## config.mk

```make
export PLATFORM = sky130hd
export DESIGN_NAME = inst_fetch_unit_flat
export DESIGN_NICKNAME = d
export VERILOG_FILES = /design/src/rtl/inst_fetch_unit_if.sv /design/src/rtl/inst_fetch_unit.sv /design/src/flat_wrapper.sv
export SDC_FILE = /design/constraint.sdc
export NUM_CORES = 1
export LEC_CHECK = 0
export CAP_MARGIN = 30
export CORE_AREA = 10 10 130 220
export CTS_BUF_LIST = sky130_fd_sc_hd__clkbuf_8
export CTS_CLUSTER_SIZE = 20
export DETAILED_ROUTE_END_ITERATION = 7
export DIE_AREA = 0 0 140 230
export GPL_TIMING_DRIVEN = 0
export PLACE_DENSITY_LB_ADDON = 0.15
export SLEW_MARGIN = 10
export SYNTH_ARGS = -nofsm -noshare
export SYNTH_HDL_FRONTEND = slang
export SYNTH_SLANG_ARGS = --single-unit
```

## constraint.sdc

```tcl
create_clock -name CLOCK -period 16.8 [get_ports CLOCK]
set_clock_uncertainty 0.05 [all_clocks]
set_input_delay 3.36 -clock CLOCK [delete_from_list [all_inputs] [get_ports CLOCK]]
set_output_delay 3.36 -clock CLOCK [all_outputs]
set_load 0.005 [all_outputs]
```

## src/rtl/inst_fetch_unit_if.sv

```systemverilog
// Fetch-stage bus bundle: instruction-memory req/ack, core valid/ready and redirect strobe.
// The fetch unit uses the master modport; memory/core side uses slave.
interface inst_fetch_unit_if;
   logic        imem_req;
   logic [63:0] imem_addr;
   logic        imem_ack;
   logic [31:0] imem_rdata;
   logic        inst_valid;
   logic        inst_ready;
   logic [31:0] inst_out;
   logic [63:0] inst_pc;
   logic        redirect_valid;
   logic [63:0] redirect_base;
   logic [25:0] redirect_offset;

   modport master (
      output imem_req,
      output imem_addr,
      input  imem_ack,
      input  imem_rdata,
      output inst_valid,
      input  inst_ready,
      output inst_out,
      output inst_pc,
      input  redirect_valid,
      input  redirect_base,
      input  redirect_offset
   );

   modport slave (
      input  imem_req,
      input  imem_addr,
      output imem_ack,
      output imem_rdata,
      input  inst_valid,
      output inst_ready,
      input  inst_out,
      input  inst_pc,
      output redirect_valid,
      output redirect_base,
      output redirect_offset
   );
endinterface

```

## src/rtl/inst_fetch_unit.sv

```systemverilog
// Instruction fetch stage: owns the PC, fetches over req/ack, delivers over valid/ready, handles
// branch redirects. Define FETCH_PERF_EN to add perf_fetched/perf_discarded counters.
module inst_fetch_unit #(
   parameter logic [63:0] RESET_PC = 64'h0,
   parameter logic [63:0] PC_STEP  = 64'd4
) (
   input  logic                CLOCK,
   input  logic                RESET,
   inst_fetch_unit_if.master   bus
`ifdef FETCH_PERF_EN
   ,
   output logic [31:0]         perf_fetched,
   output logic [31:0]         perf_discarded
`endif
);

   typedef enum logic [0:0] {StFetch, StDrain} state_e;

   state_e      state_q, state_d;
   logic [63:0] pc_q, pc_d;
   logic [63:0] stale_addr_q, stale_addr_d;
   logic        inst_valid_q, inst_valid_d;
   logic [31:0] inst_out_q, inst_out_d;
   logic [63:0] inst_pc_q, inst_pc_d;

   logic [63:0] redirect_target;
   logic        req_raw;
   logic        ack_eff;
   logic        xfer;

   always_comb begin
      redirect_target = bus.redirect_base +
                        {{36{bus.redirect_offset[25]}}, bus.redirect_offset, 2'b00};
      // A request is only launched when the output slot is free or being emptied this cycle.
      req_raw         = (state_q == StDrain) || !inst_valid_q || bus.inst_ready;
      ack_eff         = req_raw && bus.imem_ack;
      xfer            = inst_valid_q && bus.inst_ready;

      state_d      = state_q;
      pc_d         = pc_q;
      stale_addr_d = stale_addr_q;
      inst_valid_d = inst_valid_q;
      inst_out_d   = inst_out_q;
      inst_pc_d    = inst_pc_q;

      unique case (state_q)
         StFetch: begin
            if (bus.redirect_valid) begin
               pc_d         = redirect_target;
               inst_valid_d = 1'b0;
               if (req_raw && !bus.imem_ack) begin
                  state_d      = StDrain;
                  stale_addr_d = pc_q;
               end
            end else if (ack_eff) begin
               inst_out_d   = bus.imem_rdata;
               inst_pc_d    = pc_q;
               inst_valid_d = 1'b1;
               pc_d         = pc_q + PC_STEP;
            end else if (xfer) begin
               inst_valid_d = 1'b0;
            end
         end
         StDrain: begin
            if (bus.redirect_valid) begin
               pc_d         = redirect_target;
               inst_valid_d = 1'b0;
            end else if (xfer) begin
               inst_valid_d = 1'b0;
            end
            if (ack_eff) begin
               state_d = StFetch;
            end
         end
         default: state_d = StFetch;
      endcase
   end

   always_ff @(posedge CLOCK or posedge RESET) begin
      if (RESET) begin
         state_q      <= StFetch;
         pc_q         <= RESET_PC;
         stale_addr_q <= RESET_PC;
         inst_valid_q <= 1'b0;
         inst_out_q   <= 32'h0;
         inst_pc_q    <= 64'h0;
      end else begin
         state_q      <= state_d;
         pc_q         <= pc_d;
         stale_addr_q <= stale_addr_d;
         inst_valid_q <= inst_valid_d;
         inst_out_q   <= inst_out_d;
         inst_pc_q    <= inst_pc_d;
      end
   end

   // The request is suppressed while reset is asserted so an in-flight fetch is abandoned at once.
   assign bus.imem_req   = req_raw && !RESET;
   assign bus.imem_addr  = (state_q == StDrain) ? stale_addr_q : pc_q;
   assign bus.inst_valid = inst_valid_q;
   assign bus.inst_out   = inst_out_q;
   assign bus.inst_pc    = inst_pc_q;

`ifdef FETCH_PERF_EN
   logic [31:0] fetched_q, fetched_d;
   logic [31:0] discarded_q, discarded_d;

   always_comb begin
      fetched_d   = fetched_q + {31'h0, xfer};
      discarded_d = discarded_q +
                    {31'h0, ack_eff && (bus.redirect_valid || (state_q == StDrain))};
   end

   always_ff @(posedge CLOCK or posedge RESET) begin
      if (RESET) begin
         fetched_q   <= 32'h0;
         discarded_q <= 32'h0;
      end else begin
         fetched_q   <= fetched_d;
         discarded_q <= discarded_d;
      end
   end

   assign perf_fetched   = fetched_q;
   assign perf_discarded = discarded_q;
`endif

endmodule

```

## src/flat_wrapper.sv

```systemverilog
// flat-port wrapper written by rule: the top's interface ports become plain ports
module inst_fetch_unit_flat 
#(
   parameter logic [63:0] RESET_PC = 64'h0,
   parameter logic [63:0] PC_STEP  = 64'd4
)
  (CLOCK, RESET, bus_imem_req, bus_imem_addr, bus_imem_ack, bus_imem_rdata, bus_inst_valid, bus_inst_ready, bus_inst_out, bus_inst_pc, bus_redirect_valid, bus_redirect_base, bus_redirect_offset);
  inst_fetch_unit_if bus_i ();
  input  logic CLOCK;
  input  logic RESET;
  output wire logic [$bits(bus_i.imem_req)-1:0] bus_imem_req;
  output wire logic [$bits(bus_i.imem_addr)-1:0] bus_imem_addr;
  input wire logic [$bits(bus_i.imem_ack)-1:0] bus_imem_ack;
  input wire logic [$bits(bus_i.imem_rdata)-1:0] bus_imem_rdata;
  output wire logic [$bits(bus_i.inst_valid)-1:0] bus_inst_valid;
  input wire logic [$bits(bus_i.inst_ready)-1:0] bus_inst_ready;
  output wire logic [$bits(bus_i.inst_out)-1:0] bus_inst_out;
  output wire logic [$bits(bus_i.inst_pc)-1:0] bus_inst_pc;
  input wire logic [$bits(bus_i.redirect_valid)-1:0] bus_redirect_valid;
  input wire logic [$bits(bus_i.redirect_base)-1:0] bus_redirect_base;
  input wire logic [$bits(bus_i.redirect_offset)-1:0] bus_redirect_offset;
  assign bus_imem_req = bus_i.imem_req;
  assign bus_imem_addr = bus_i.imem_addr;
  assign bus_i.imem_ack = bus_imem_ack;
  assign bus_i.imem_rdata = bus_imem_rdata;
  assign bus_inst_valid = bus_i.inst_valid;
  assign bus_i.inst_ready = bus_inst_ready;
  assign bus_inst_out = bus_i.inst_out;
  assign bus_inst_pc = bus_i.inst_pc;
  assign bus_i.redirect_valid = bus_redirect_valid;
  assign bus_i.redirect_base = bus_redirect_base;
  assign bus_i.redirect_offset = bus_redirect_offset;
  inst_fetch_unit #(.RESET_PC(RESET_PC), .PC_STEP(PC_STEP)) u_core (.CLOCK(CLOCK), .RESET(RESET), .bus(bus_i));
endmodule
```

# == Word-level counts from Yosys, hierarchy flattened ==
# Index checks and enable logic that the tools add are counted.
# word_totals
ff_bits,226
inputBits,127
output_inout_bits,162
word_cells,38
# classes
addsub,2
n_eq_ne,2
mux,14
bitwise_logic,2
n_reduce_logical,12
# ops
cell,count
$mux W64,4
$pmux W64 S2,1
$add A64 B3 Y64 const B,1
$add A64 B64 Y64,1
$mux W1,7
$reduce_and A3 Y1,2
$logic_and A1 B1 Y1,4
$pmux W1 S2,2
$logic_not A1 Y1,3
$ne A3 B2 Y1 const B,1
$logic_or A1 B1 Y1,2
$ne A2 B2 Y1 const B,1
$not A1 Y1,2
$reduce_and A2 Y1,1

# == Longest topological paths before layout ==
# depth
word_depth,7
mapped_depth,11
mapped_depth_nobuf,11

# == Least setup slack after synthesis ==
# Ideal clock, no wire load.
# synth_timing
path_type,input -> output
start,in bus_inst_ready
end,out bus_imem_req
arrival_time_ns,3.696
required_ns,13.390
slack_ns,9.694
stages,3
path_buffers,0
cell_sequence,nand2b_1 nor2_1 nor2_1
# synth_between
elab_chain_len,2
# synth_lines
item,line_no,text
start: declaration,flat_wrapper.sv:16,input wire logic [$bits(bus_i.inst_ready)-1:0] bus_inst_ready;
$logic_or A1 B1 Y1,inst_fetch_unit.sv:35,req_raw = (state_q == StDrain) || !inst_valid_q || bus.inst_ready;
$logic_and A1 B1 Y1,inst_fetch_unit.sv:98,assign bus.imem_req = req_raw && !RESET;
end: declaration,flat_wrapper.sv:11,output wire logic [$bits(bus_i.imem_req)-1:0] bus_imem_req;
# Every way passes these cells.

# == Final worst setup path ==
# Same ends and word-level chain as after synthesis.

==> summary.txt <==
STA
  • Final hold violations: 0
  • Min Tclk post-route: 8.13 ns
  • Final period utilization: 48.4%
  • RSZ-0062 raised after global routing: false
  • Post-route setup TNS: 0 ns
  • Max Fclk: 0.123 GHz
  • Final WS setup: 8.67 ns
  • Slew HR: 25.1%
  • Final Setup Violations: 0
  • Worst-Margin Slew: 1.11 ns
  • Slew Limit Fails: 0

Final layout
  • Layout area overhead: 28.8%
  • Fill cells: 1845
  • Ant diodes: 0
  • Layout Nets: 1975
  • Share of cells above drive strength 1: 17.1%

Run status
  • Status: finished, final reports clean

Detailed routing
  • DR DRC count: 0
  • WL/cell: 23.2 µm
  • DRT Wirelength: 49100 µm
  • Antenna viol nets, final: 0
  • Via density: 6.17
  • Routed vias: 13.1k
  • First DRT Iteration DRCs: 844
  • TritonRoute pass-1 iters: 7

CTS
  • Worst-Skew Late Latency: 0.54 ns
  • Clk pin slew, worst setup/hold paths: 0.06 ns
  • Post-CTS sizing: 0
  • CTS sink cnt: 226
  • CTS Hold Bufs: 0
  • # H-tree levels: 2
  • Maximum clock path buffer count: 3
  • Setup Buffers After CTS: 0
  • CTS tree: done
  • Root Driver: clkbuf_8
  • CTS Buf Count: 36

Setup path
  • Worst path arrival time: 4.72 ns
  • Critical path class: in -> out
  • Critical path peak fanout: 6
  • Crit path buffers/inverters: 2
  • Largest stage delay on the critical path: 0.51 ns
  • Delay-heaviest family, CP: buffers and inverters
  • Slowest stage cell, crit path: clkdlybuf4s50_1
  • Cell Chain, Critical Path: clkdlybuf4s50_1 > nand2b_1 > nor2_1 > nor2_1 > clkdlybuf4s50_1
  • Required time at the worst-slack endpoint: 13.39 ns
  • Crit end category: primary output
  • Startpoint types: primary input
  • R2R Setup Slk: 13.51 ns

Synthesis
  • Yosys top cell by area: dfrtp_1
  • Mapped Area: 0.0142 mm²
  • Seq/Total Area, Yosys: 39.9%
  • Dominant cells by area after synthesis: dfrtp_1 40%, mux2_2 17%, ha_1 5.5%
  • Gate Count Post-Synth: 1458
  • Avg Cell Area, Syn: 9.73 µm²
  • Top cell type's share of synthesized area: 39.9%
  • Ys async rst share: 100%
  • Register bit count reported by yosys: 226
  • Syn nets: 1648
  • Distinct cells, synth: 76
  • Main flop type after synthesis: dfrtp_1
  • Synth Warn #: 0
  • Post-synth EDFFs: 0

Floorplan
  • Io pins: 289
  • Die Wd: 140 µm
  • Starting density of the core: 57.4%
  • Core Rows: 76
  • Die Span Y: 230 µm
  • Die area: 0.0322 mm²
  • Core ar.: 0.0247 mm²

GRT
  • Vias in the first global route: 13.5k
  • All-Layer GR Usage: 28.9%
  • Initial antenna violation count: 0
  • Largest net degree at the start of global routing: 105
  • First-pass GRT wire length: 74700 µm
  • Overflow after GRT: 0

Worst hold path
  • Hold Path Class: reg -> reg

Power and ir drop
  • P_leak: 7.47 nW
  • PnR Total Power: 2.18 mW
  • Switching portion of total power: 33.5%
  • Clock share of power: 23.0%
  • Net switching power: 731 µW
  • Seq pwr share: 39.0%
  • IR drop worst, VDD: 0.000107 V
  • Pwr Density: 120 mW/mm²
  • Gate power share: 38.0%
  • Internal power: 1.45 mW

Placement
  • DP HPWL: 38900 µm
  • Gpl congestion: 0.947
  • Worst slack, placed: 8.68 ns
  • PortBufs: 287

Run
  • Max_cap viols: 0
-- worst min-delay path, stage by stage (launching register included) --
cell and delay (ns):
dfrtp_1 0.34, nand2_1 0.05, o21ai_0 0.06
-- path summary, 6_finish.rpt --
check | from | end | depth (start not counted)
max | bus_inst_ready | bus_imem_req | 5
min | u_core.stale_addr_q[34]$_DFFE_PP0P_ | u_core.stale_addr_q[34]$_DFFE_PP0P_ | 2
max reg2reg | u_core.pc_q[2]$_DFFE_PP0P_ | u_core.pc_q[42]$_DFFE_PP0P_ | 10
min reg2reg | u_core.stale_addr_q[34]$_DFFE_PP0P_ | u_core.stale_addr_q[34]$_DFFE_PP0P_ | 2
max in group asynchronous | RESET | u_core.stale_addr_q[26]$_DFFE_PP0P_ | 4
min in group asynchronous | RESET | u_core.stale_addr_q[56]$_DFFE_PP0P_ | 2
-- cells by family (layout without fill, tap and decap cells) --
family / Yosys count / in the layout / share of synthesized area [%]
muxes: 222 / 222 / 17.6
AOI/OAI and AO/OA: 380 / 380 / 16.1
xor gates and xnor gates: 65 / 65 / 4.01
and+or+nand+nor: 396 / 396 / 13.9
buffers and inverters: 106 / 456 / 2.91
DFF: 226 / 226 / 39.9
adders and majority gates: 63 / 63 / 5.61
-- power by group through the flow --
stage	sequential, mW	clock, mW	combinational [mW]
2_1_floorplan	0.812	0	0.403
3_3_place_gp	0.843	0	0.806
3_5_place_dp	0.855	0	0.826
4_1_cts	0.847	0.506	0.833
5_1_grt	0.867	0.528	0.885
6_report	0.853	0.502	0.830
-- area by class of cell --
cell class | count | area (µm²) | area share (%)
Timing Repair Buffer | 289 | 2920 | 16.0
Inverter | 24 | 97.6 | 0.534
Clock buffer | 46 | 633 | 3.47
Sequential cell | 226 | 5660 | 31.0
Multi-Input combinational cell | 1126 | 8110 | 44.4
Buffer | 82 | 323 | 1.77
Clock inverter | 15 | 130 | 0.712
Tap cell | 312 | 390 | 2.14
-- flip-flops by register name, summed over array words and instances (netlist names) --
signal                 flops
u_core.bus.inst_out       32
u_core.bus.inst_pc        64
u_core.pc_q               64
u_core.stale_addr_q       64
u_core.state_q             1
u_core.bus.inst_valid      1
-- routing by layer --
metal | vias up | GRT usage, % | share of wire (%)
li1 | 6002 | - | -
met1 | 6381 | 27.7 | 33
met2 | 534 | 55.5 | 55
met3 | 171 | 4.33 | 4.5
met4 | 0 | 18.1 | 6.8
met5 | - | 0 | 0
-- metrics by stage --
| stage | hold slack, ns | instance area [µm²] | util, % | instances |
|---|---|---|---|---|
| final | 0.433 | 18300 | 73.9 | 2120 |
| after global routing | 0.462 | 18300 | 73.9 | 2120 |
| after CTS | 0.435 | 18300 | 73.9 | 2120 |
| after detailed placement | 0.422 | 17500 | 70.8 | 2059 |
| after global placement | 0.411 | 17400 | 70.6 | 2057 |
| after floorplan | 0.400 | 14200 | - | 1458 |
-- cell usage in the layout (no fill, tap or decap), types with 10 or more instances in the layout --
cell type          n
o211ai_1          13
mux2_2           219
and2_1            10
dfrtp_1          226
nand2_1          121
o21ai_0          100
a21oi_1          140
inv_1             31
xor2_1            25
o22ai_1           16
a211oi_1          13
ha_1              62
buf_2             10
clkdlybuf4s50_1  286
nand4_1           28
xnor2_1           40
clkbuf_8          46
a21o_1            22
and3_1            15
nor3_1            23
clkbuf_1          71
nor2_1            93
nand3_1           47
-- synthesized netlist by cell type, types with 23 or more instances --
| master | n |
|---|---|
| nand3_1 | 47 |
| nor3_1 | 23 |
| nor2_1 | 93 |
| clkbuf_1 | 71 |
| mux2_2 | 219 |
| xor2_1 | 25 |
| nand2_1 | 121 |
| dfrtp_1 | 226 |
| inv_1 | 24 |
| o21ai_0 | 100 |
| xnor2_1 | 40 |
| a21oi_1 | 140 |
| nand4_1 | 28 |
| ha_1 | 62 |
Note: power is estimated with default switching activity, not from simulation.
